===== src/rtl/rep_pkg.sv =====
// rep_pkg -- shared constants and helpers for the rep_matrix block.
//   REP_N_DEF / REP_W_DEF / REP_CNT_W_DEF : default channel count, channel
//                                           width and uniform-counter width.
//   rep_bit_idx(n, i, j)                  : position of the (i, j) equality
//                                           bit in the flattened n*n matrix
//                                           (row 0, column 0 is the MSB).
package rep_pkg;

    localparam int REP_N_DEF     = 5;
    localparam int REP_W_DEF     = 1;
    localparam int REP_CNT_W_DEF = 16;

    function automatic int rep_bit_idx(input int n, input int i, input int j);
        return n * n - 1 - (i * n + j);
    endfunction

endpackage


===== src/rtl/rep_eq_matrix.sv =====
// rep_eq_matrix -- purely combinational pairwise equality matrix.
//   in_data [N*W-1:0] : N channels, channel i at in_data[(N-i)*W-1 -: W]
//                       (channel 0 is the MSB field).
//   matrix  [N*N-1:0] : bit rep_bit_idx(N, i, j) is 1 iff channel i == channel j.
module rep_eq_matrix
    import rep_pkg::*;
#(
    parameter int N = REP_N_DEF,
    parameter int W = REP_W_DEF
) (
    input  logic [N*W-1:0] in_data,
    output logic [N*N-1:0] matrix
);

    for (genvar i = 0; i < N; i++) begin : g_row
        for (genvar j = 0; j < N; j++) begin : g_col
            assign matrix[rep_bit_idx(N, i, j)] =
                (in_data[(N-i)*W-1 -: W] == in_data[(N-j)*W-1 -: W]);
        end
    end

endmodule


===== src/rtl/rep_matrix.sv =====
// rep_matrix -- registered pairwise channel-equality matrix with a
// valid/ready handshake and a saturating count of all-equal samples.
//   clk, rst_n            : rising-edge clock, asynchronous active-low reset.
//   in_valid / in_ready   : input handshake; in_ready = !out_valid || out_ready.
//   in_data  [N*W-1:0]    : N channels of W bits, channel 0 in the MSB field.
//   out_valid / out_ready : output handshake; result held while stalled.
//   out_matrix [N*N-1:0]  : pairwise equality matrix of the accepted sample.
//   out_all_eq            : all channels of the accepted sample were equal.
//   out_popcnt            : number of 1s in out_matrix (only when the macro
//                           REP_MATRIX_POPCNT_EN is defined).
//   clr_cnt               : synchronous clear of uniform_cnt (wins over +1).
//   uniform_cnt [CNT_W-1:0]: saturating count of accepted all-equal samples.
module rep_matrix
    import rep_pkg::*;
#(
    parameter int N     = REP_N_DEF,
    parameter int W     = REP_W_DEF,
    parameter int CNT_W = REP_CNT_W_DEF
) (
    input  logic                       clk,
    input  logic                       rst_n,
    input  logic                       in_valid,
    output logic                       in_ready,
    input  logic [N*W-1:0]             in_data,
    output logic                       out_valid,
    input  logic                       out_ready,
    output logic [N*N-1:0]             out_matrix,
    output logic                       out_all_eq,
    input  logic                       clr_cnt,
`ifdef REP_MATRIX_POPCNT_EN
    output logic [$clog2(N*N+1)-1:0]   out_popcnt,
`endif
    output logic [CNT_W-1:0]           uniform_cnt
);

    logic [N*N-1:0]   matrix_s;
    logic             all_eq_s;
    logic             accept_s;

    logic             valid_d,  valid_q;
    logic [N*N-1:0]   matrix_d, matrix_q;
    logic             all_eq_d, all_eq_q;
    logic [CNT_W-1:0] cnt_d,    cnt_q;

    rep_eq_matrix #(
        .N (N),
        .W (W)
    ) u_eq (
        .in_data (in_data),
        .matrix  (matrix_s)
    );

    assign all_eq_s = &matrix_s;
    assign in_ready = !valid_q || out_ready;
    assign accept_s = in_valid && in_ready;

    // Output register next-state: load on accept, drop valid on a bare consume.
    always_comb begin
        valid_d  = valid_q;
        matrix_d = matrix_q;
        all_eq_d = all_eq_q;
        if (accept_s) begin
            valid_d  = 1'b1;
            matrix_d = matrix_s;
            all_eq_d = all_eq_s;
        end else if (out_ready) begin
            valid_d  = 1'b0;
        end else begin
            valid_d  = valid_q;
        end
    end

    // Uniform counter next-state: clear wins, otherwise saturating increment.
    always_comb begin
        cnt_d = cnt_q;
        if (clr_cnt) begin
            cnt_d = {CNT_W{1'b0}};
        end else if (accept_s && all_eq_s && (cnt_q != {CNT_W{1'b1}})) begin
            cnt_d = cnt_q + {{(CNT_W-1){1'b0}}, 1'b1};
        end else begin
            cnt_d = cnt_q;
        end
    end

    // Result and counter registers.
    always_ff @(posedge clk or negedge rst_n) begin
        if (!rst_n) begin
            valid_q  <= 1'b0;
            matrix_q <= {(N*N){1'b0}};
            all_eq_q <= 1'b0;
            cnt_q    <= {CNT_W{1'b0}};
        end else begin
            valid_q  <= valid_d;
            matrix_q <= matrix_d;
            all_eq_q <= all_eq_d;
            cnt_q    <= cnt_d;
        end
    end

    assign out_valid   = valid_q;
    assign out_matrix  = matrix_q;
    assign out_all_eq  = all_eq_q;
    assign uniform_cnt = cnt_q;

`ifdef REP_MATRIX_POPCNT_EN
    localparam int PC_W = $clog2(N*N+1);

    logic [PC_W-1:0] popcnt_s;
    logic [PC_W-1:0] popcnt_d, popcnt_q;

    // Population count of the combinational matrix, captured alongside it.
    always_comb begin
        popcnt_s = {PC_W{1'b0}};
        for (int k = 0; k < N*N; k++) begin
            popcnt_s = popcnt_s + {{(PC_W-1){1'b0}}, matrix_s[k]};
        end
    end

    // Popcount register next-state follows the matrix load/hold rule.
    always_comb begin
        popcnt_d = popcnt_q;
        if (accept_s) begin
            popcnt_d = popcnt_s;
        end else begin
            popcnt_d = popcnt_q;
        end
    end

    // Popcount register.
    always_ff @(posedge clk or negedge rst_n) begin
        if (!rst_n) begin
            popcnt_q <= {PC_W{1'b0}};
        end else begin
            popcnt_q <= popcnt_d;
        end
    end

    assign out_popcnt = popcnt_q;
`endif

endmodule


===== config.mk =====
export PLATFORM = sky130hd
export DESIGN_NAME = rep_matrix
export DESIGN_NICKNAME = d
export VERILOG_FILES = /design/src/rtl/rep_pkg.sv /design/src/rtl/rep_eq_matrix.sv /design/src/rtl/rep_matrix.sv
export SDC_FILE = /design/constraint.sdc
export NUM_CORES = 1
export LEC_CHECK = 0
export ABC_AREA = 1
export CAP_MARGIN = 20
export CORE_MARGIN = 2
export CORE_UTILIZATION = 46
export CTS_BUF_LIST = sky130_fd_sc_hd__clkbuf_8
export DETAILED_ROUTE_END_ITERATION = 10
export GPL_ROUTABILITY_DRIVEN = 0
export PLACE_DENSITY = 0.76
export SYNTH_ARGS = -nofsm -noshare
export SYNTH_HDL_FRONTEND = slang
export SYNTH_SLANG_ARGS = --single-unit

===== constraint.sdc =====
create_clock -name clk -period 2.8 [get_ports clk]
set_input_delay 0.28 -clock clk [delete_from_list [all_inputs] [get_ports clk]]
set_output_delay 0.28 -clock clk [all_outputs]
set_load 0.02 [all_outputs]

==> Word level (Yosys, flattened, before mapping) <==
Index checks and enable logic that the tools add are counted.
{ "classes": {"n_addsub": 1, "muxes": 4, "n_eq_ne": 21, "n_reduce_logical": 8} }
{ "op_table": {"columns": ["cell", "count"], "rows": [
  ["16-bit 2-to-1 mux", 2],
  ["1-bit == test", 20],
  ["20-bit AND reduction", 1],
  ["16-bit by 1-bit adder with 16-bit output (second input constant)", 1],
  ["16-bit != test (second input constant)", 1],
  ["2-bit nonzero test", 2],
  ["1-bit logical AND", 3],
  ["1-bit 2-to-1 mux", 2],
  ["1-bit logical NOT", 1],
  ["1-bit logical OR", 1]
]} }
{ "word_totals": {"out_inout_bits": 44, "register_bits": 43, "word_cells": 38} }

==> Longest topological paths before layout <==
{ "depth": {"depth_word": 7, "mapped_depth": 11} }

==> By module <==
From an unflattened synthesis, not the netlist that was laid out.
{ "unflattened": {"cells_unflattened": 342, "area_unflattened_um2": 2468.6} }
{ "by_module_without_submodules": {"columns": ["mod", "cells_each", "n_inst", "area_per_inst_um2"], "rows": [
  ["rep_matrix", 291, 1, 2220.9],
  ["rep_eq_matrix", 51, 1, 247.7]
]} }

==> Least setup slack after synthesis <==
Ideal clock, no wire load.
{ "synth_path": {"path_kind": "reg2reg", "from": "register cnt_q[0], in the netlist uniform_cnt[0]", "to": "register cnt_q[7], in the netlist uniform_cnt[7]", "arrival_ns": 1.542, "setup_slack_ns": 1.140, "required_time_ns": 2.682, "path_stages_with_launch": 10, "cell_sequence": "dfrtp_1 ha_1 nand2_1 nor2_2 nand3_1 nor2_2 nor2_4 buf_6 nand3b_1 nand2_1"} }
{ "synth_via": {"elab_chain_cells": 3, "word_cells_on_any_way": 6, "cone_classes": "add/sub: 1; eq/ne: 1; mux: 2; reduce/logical: 2"} }
{ "synth_rtl": {"columns": ["element", "line", "text"], "rows": [
  ["start, declared", "rep_matrix.sv:43", "logic [CNT_W-1:0] cnt_d, cnt_q;"],
  ["start signal, assigned", "rep_matrix.sv:91", "cnt_q <= {CNT_W{1'b0}};"],
  ["start signal, assigned", "rep_matrix.sv:96", "cnt_q <= cnt_d;"],
  ["16-bit by 1-bit adder with 16-bit output / 16-bit != test (equally long branches)", "rep_matrix.sv:79, rep_matrix.sv:78", null],
  ["16-bit 2-to-1 mux / 1-bit logical AND (equally long branches)", "rep_matrix.sv:78", "end else if (accept_s && all_eq_s && (cnt_q != {CNT_W{1'b1}})) begin"],
  ["16-bit 2-to-1 mux / 2-bit nonzero test (equally long branches)", null, null]
]} }
Several ways; a longest one is shown, not always the timed one. The select of a mux whose other input is x is not followed.
A chain may end at the register's enable or synchronous reset.

==> Worst setup path after layout <==
{ "layout_path": {"from": "input port in_data[1]", "to": "register cnt_q[8], in the netlist uniform_cnt[8]"} }
{ "layout_via": {"elab_chain_cells": 5, "word_cells_on_any_way": 12, "cone_classes": "eq/ne: 8; reduce/logical: 4"} }
{ "layout_rtl": {"columns": ["element", "line", "text"], "rows": [
  ["start, declared", "rep_matrix.sv:24", "input logic [N*W-1:0] in_data,"],
  ["1-bit == test", "rep_eq_matrix.sv:18", "(in_data[(N-i)*W-1 -: W] == in_data[(N-j)*W-1 -: W]);"],
  ["20-bit AND reduction *", "rep_matrix.sv:53", "assign all_eq_s = &matrix_s;"],
  ["1-bit logical AND * (2 in series)", "rep_matrix.sv:78", null],
  ["2-bit nonzero test (no source line) *", null, null]
]} }
Every way passes the cells marked *; elsewhere a longest branch is shown, timed or not.

==> results.sh <==
export IMPL_rsz0062_at_grt="false"
export IMPL_cts_buffers=5
export IMPL_grt_use_total=0.193
export IMPL_synth_top_cell_area_share=0.391
export IMPL_syn_num_nets=259
export IMPL_startpoint="in_data[1]"
export IMPL_yosysSeqAreaShare=0.391
export IMPL_yosys_warnings=0
export IMPL_synthTopCellsByArea="dfrtp_1, nand2_1, nand3_1, buf_4, xor2_1"
export IMPL_antenna_found_initial=0
export IMPL_seqPwrFrac=0.448
export IMPL_hold_class="input pin to asynchronous set/reset pin"
export IMPL_switching_share=0.302
export IMPL_synth_seq_cells=29
export IMPL_antenna_cells=0
export IMPL_crit_path_start_kind="input pin"
export IMPL_grt_pass1_wl_um=6620
export IMPL_post_route_period_util=0.635
export IMPL_cap_violations=0
export IMPL_setup_viol=0
export IMPL_status="completed"
export IMPL_switchingPower_mw=0.313
export IMPL_initial_core_util=0.470
export IMPL_dieWidth_um=67.5
export IMPL_core_area_um2=3940
export IMPL_die_y_um=67.5
export IMPL_ctsHoldBuffers=0
export IMPL_power_density_nw_per_um2=437
export IMPL_met3_length_um=203
export IMPL_fmax_mhz=562
export IMPL_synth_edf_count=0
export IMPL_total_power_mw=1.04
export IMPL_met1Wirelength_um=1860
export IMPL_crit_path_end_kind="register"
export IMPL_wl_per_cell_um=11.9
export IMPL_cts_path_max_buffers=2
export IMPL_cts_resized=0
export IMPL_internal_power_mw=0.724
export IMPL_antenna_left=0
export IMPL_grt_overflow=0
export IMPL_utilization=0.601
export IMPL_reg2reg_from="uniform_cnt[0]"
export IMPL_avgSynthCellArea_um2=7.48
export IMPL_p_leak_nw=1.06
export IMPL_final_common_cell="nand2_1"
export IMPL_clkSlewWorstSetupHoldPaths_ns=0.06
export IMPL_drt_iter0_markers=105
export IMPL_async_flop_share=1.00
export IMPL_post_route_cell_area_um2=2370
export IMPL_place_ws_ns=0.716
export IMPL_cp_arrival_ns=1.94
export IMPL_wl_met2_um=1880
export IMPL_firstDrtPassIters=4
export IMPL_synthCells=248
export IMPL_grt_pass1_vias=1461
export IMPL_clockRootBuffer="clkbuf_8"
export IMPL_cts_max_level=2
export IMPL_syn_to_final_growth_pct=27.7
export IMPL_final_nets=296
export IMPL_drv_slew=0
export IMPL_cp_max_fo=16
export IMPL_num_fill_cells=378
export IMPL_yosys_area_top_type="dfrtp_1"
export IMPL_highest_layer="met4"
export IMPL_postPlaceCellArea_um2=2290
export IMPL_cts_sinks=29
export IMPL_peakVddDrop_v=0.000278
export IMPL_post_cts_buffers=0
export IMPL_skew_ns=0.00387
export IMPL_netlist_area_um2=1850
export IMPL_num_vias=1670
export IMPL_grt_start_max_net_pins=33
export IMPL_layout_min_cycle_time_ns=1.78
export IMPL_wl_um=4010
export IMPL_port_buffers=53
export IMPL_rows=23
export IMPL_dieArea_um2=4550
export IMPL_p_comb_frac=0.239
export IMPL_setup_ws_ns=1.02
export IMPL_dp_hpwl_um=2910
export IMPL_cts_tree="yes"
export IMPL_setup_tns_ns=0
export IMPL_synth_cell_type_count=24
export IMPL_required_ns=2.97
export IMPL_io_pins=54
export IMPL_hold_viol=0
export IMPL_routed_via_density=4.97
export IMPL_p_clk_frac=0.313
export IMPL_layout_drive_gt1_share=0.0664
export IMPL_insertion_delay_ns=0.28
export IMPL_layout_common_cells="nand2_1, clkdlybuf4s50_1, dfrtp_1, nand3_1, nor2_1"
export IMPL_max_slew_margin_rel=0.357
export IMPL_worst_slew_pin_slew_ns=0.964
export IMPL_critPathKind="input pin to register"
export IMPL_drc_errors=0
export IMPL_ys_flop_type="dfrtp_1"
[metal layers]
| metal | global-route usage | vias to the layer above |
|---|---|---|
| met1 | 0.253 | 774 |
| li1 | - | 847 |
| met4 | 0.0842 | 0 |
| met2 | 0.300 | 43 |
| met5 | 0 | - |
| met3 | 0.0517 | 6 |
[power by group through the flow]
stage	registers [mW]	clock network [mW]	logic, mW
2_1_floorplan	0.501	0	0.123
3_3_place_gp	0.472	0	0.247
3_5_place_dp	0.473	0	0.250
4_1_cts	0.465	0.331	0.250
5_1_grt	0.468	0.350	0.264
6_report	0.464	0.324	0.248
[cell families after synthesis]
kind of cell | count (synthesis) | share of synthesized area
buffers and inverters | 46 | 0.136
adder cells (fa/ha/maj) | 1 | 0.00675
AND/OR/NAND/NOR | 149 | 0.372
XOR/XNOR | 13 | 0.0614
flip-flops | 29 | 0.391
AO/OA/AOI/OAI | 10 | 0.0331
[synthesized netlist by cell type (all sizes together) (2+ instances only)]
cell    count
buf        20
clkbuf      4
clkinv      3
dfrtp      29
inv        19
nand2      75
nand3      31
nand3b      9
nand4       6
nor2       25
nor3        2
o21ai       9
xnor2       2
xor2       11
[worst paths after layout]
| kind | end | slack [ns] | depth (start not counted) |
|---|---|---|---|
| worst max-delay path | uniform_cnt[8] | 1.02 | 10 |
| worst min-delay path | uniform_cnt[15] | 0.38 | 2 |
| worst max register to register | uniform_cnt[8] | 1.03 | 9 |
| worst min register to register | out_all_eq | 0.48 | 2 |
| max in group asynchronous | uniform_cnt[8] | 2.15 | 2 |
| min in group clk | out_all_eq | 0.48 | 2 |
[cell type report]
| cell class | count | area, um2 | share of cell area |
|---|---|---|---|
| sequential | 29 | 726 | 0.306 |
| clock inverter | 3 | 13.8 | 0.00581 |
| tap | 50 | 62.6 | 0.0264 |
| inverter | 22 | 82.6 | 0.0349 |
| clock buffer | 5 | 68.8 | 0.0291 |
| multi-input combinational | 173 | 877 | 0.370 |
| timing repair buffer | 54 | 538 | 0.227 |
[critical path, stage by stage]
cell and delay, ns:
clkdlybuf4s50_1 0.61, clkinv_1 0.10, nand2_1 0.07, nand2_1 0.09, inv_1 0.06, nand2_1 0.04
nor2_1 0.13, nand3_2 0.31, nand3_1 0.17, nand2_1 0.07
[stage by stage]
stage | hold slack [ns] | std cells
after floorplan | -0.0156 | 248
after global placement | 0.476 | 328
after detailed placement | 0.470 | 328
after CTS | 0.390 | 336
after global routing | 0.415 | 336
final | 0.377 | 336
[flip-flops by register name, summed over array words and instances (netlist names)]
signal and cells:
out_valid 1, out_all_eq 1, uniform_cnt 16, out_matrix 11
Power figures use the tool's default switching activity.
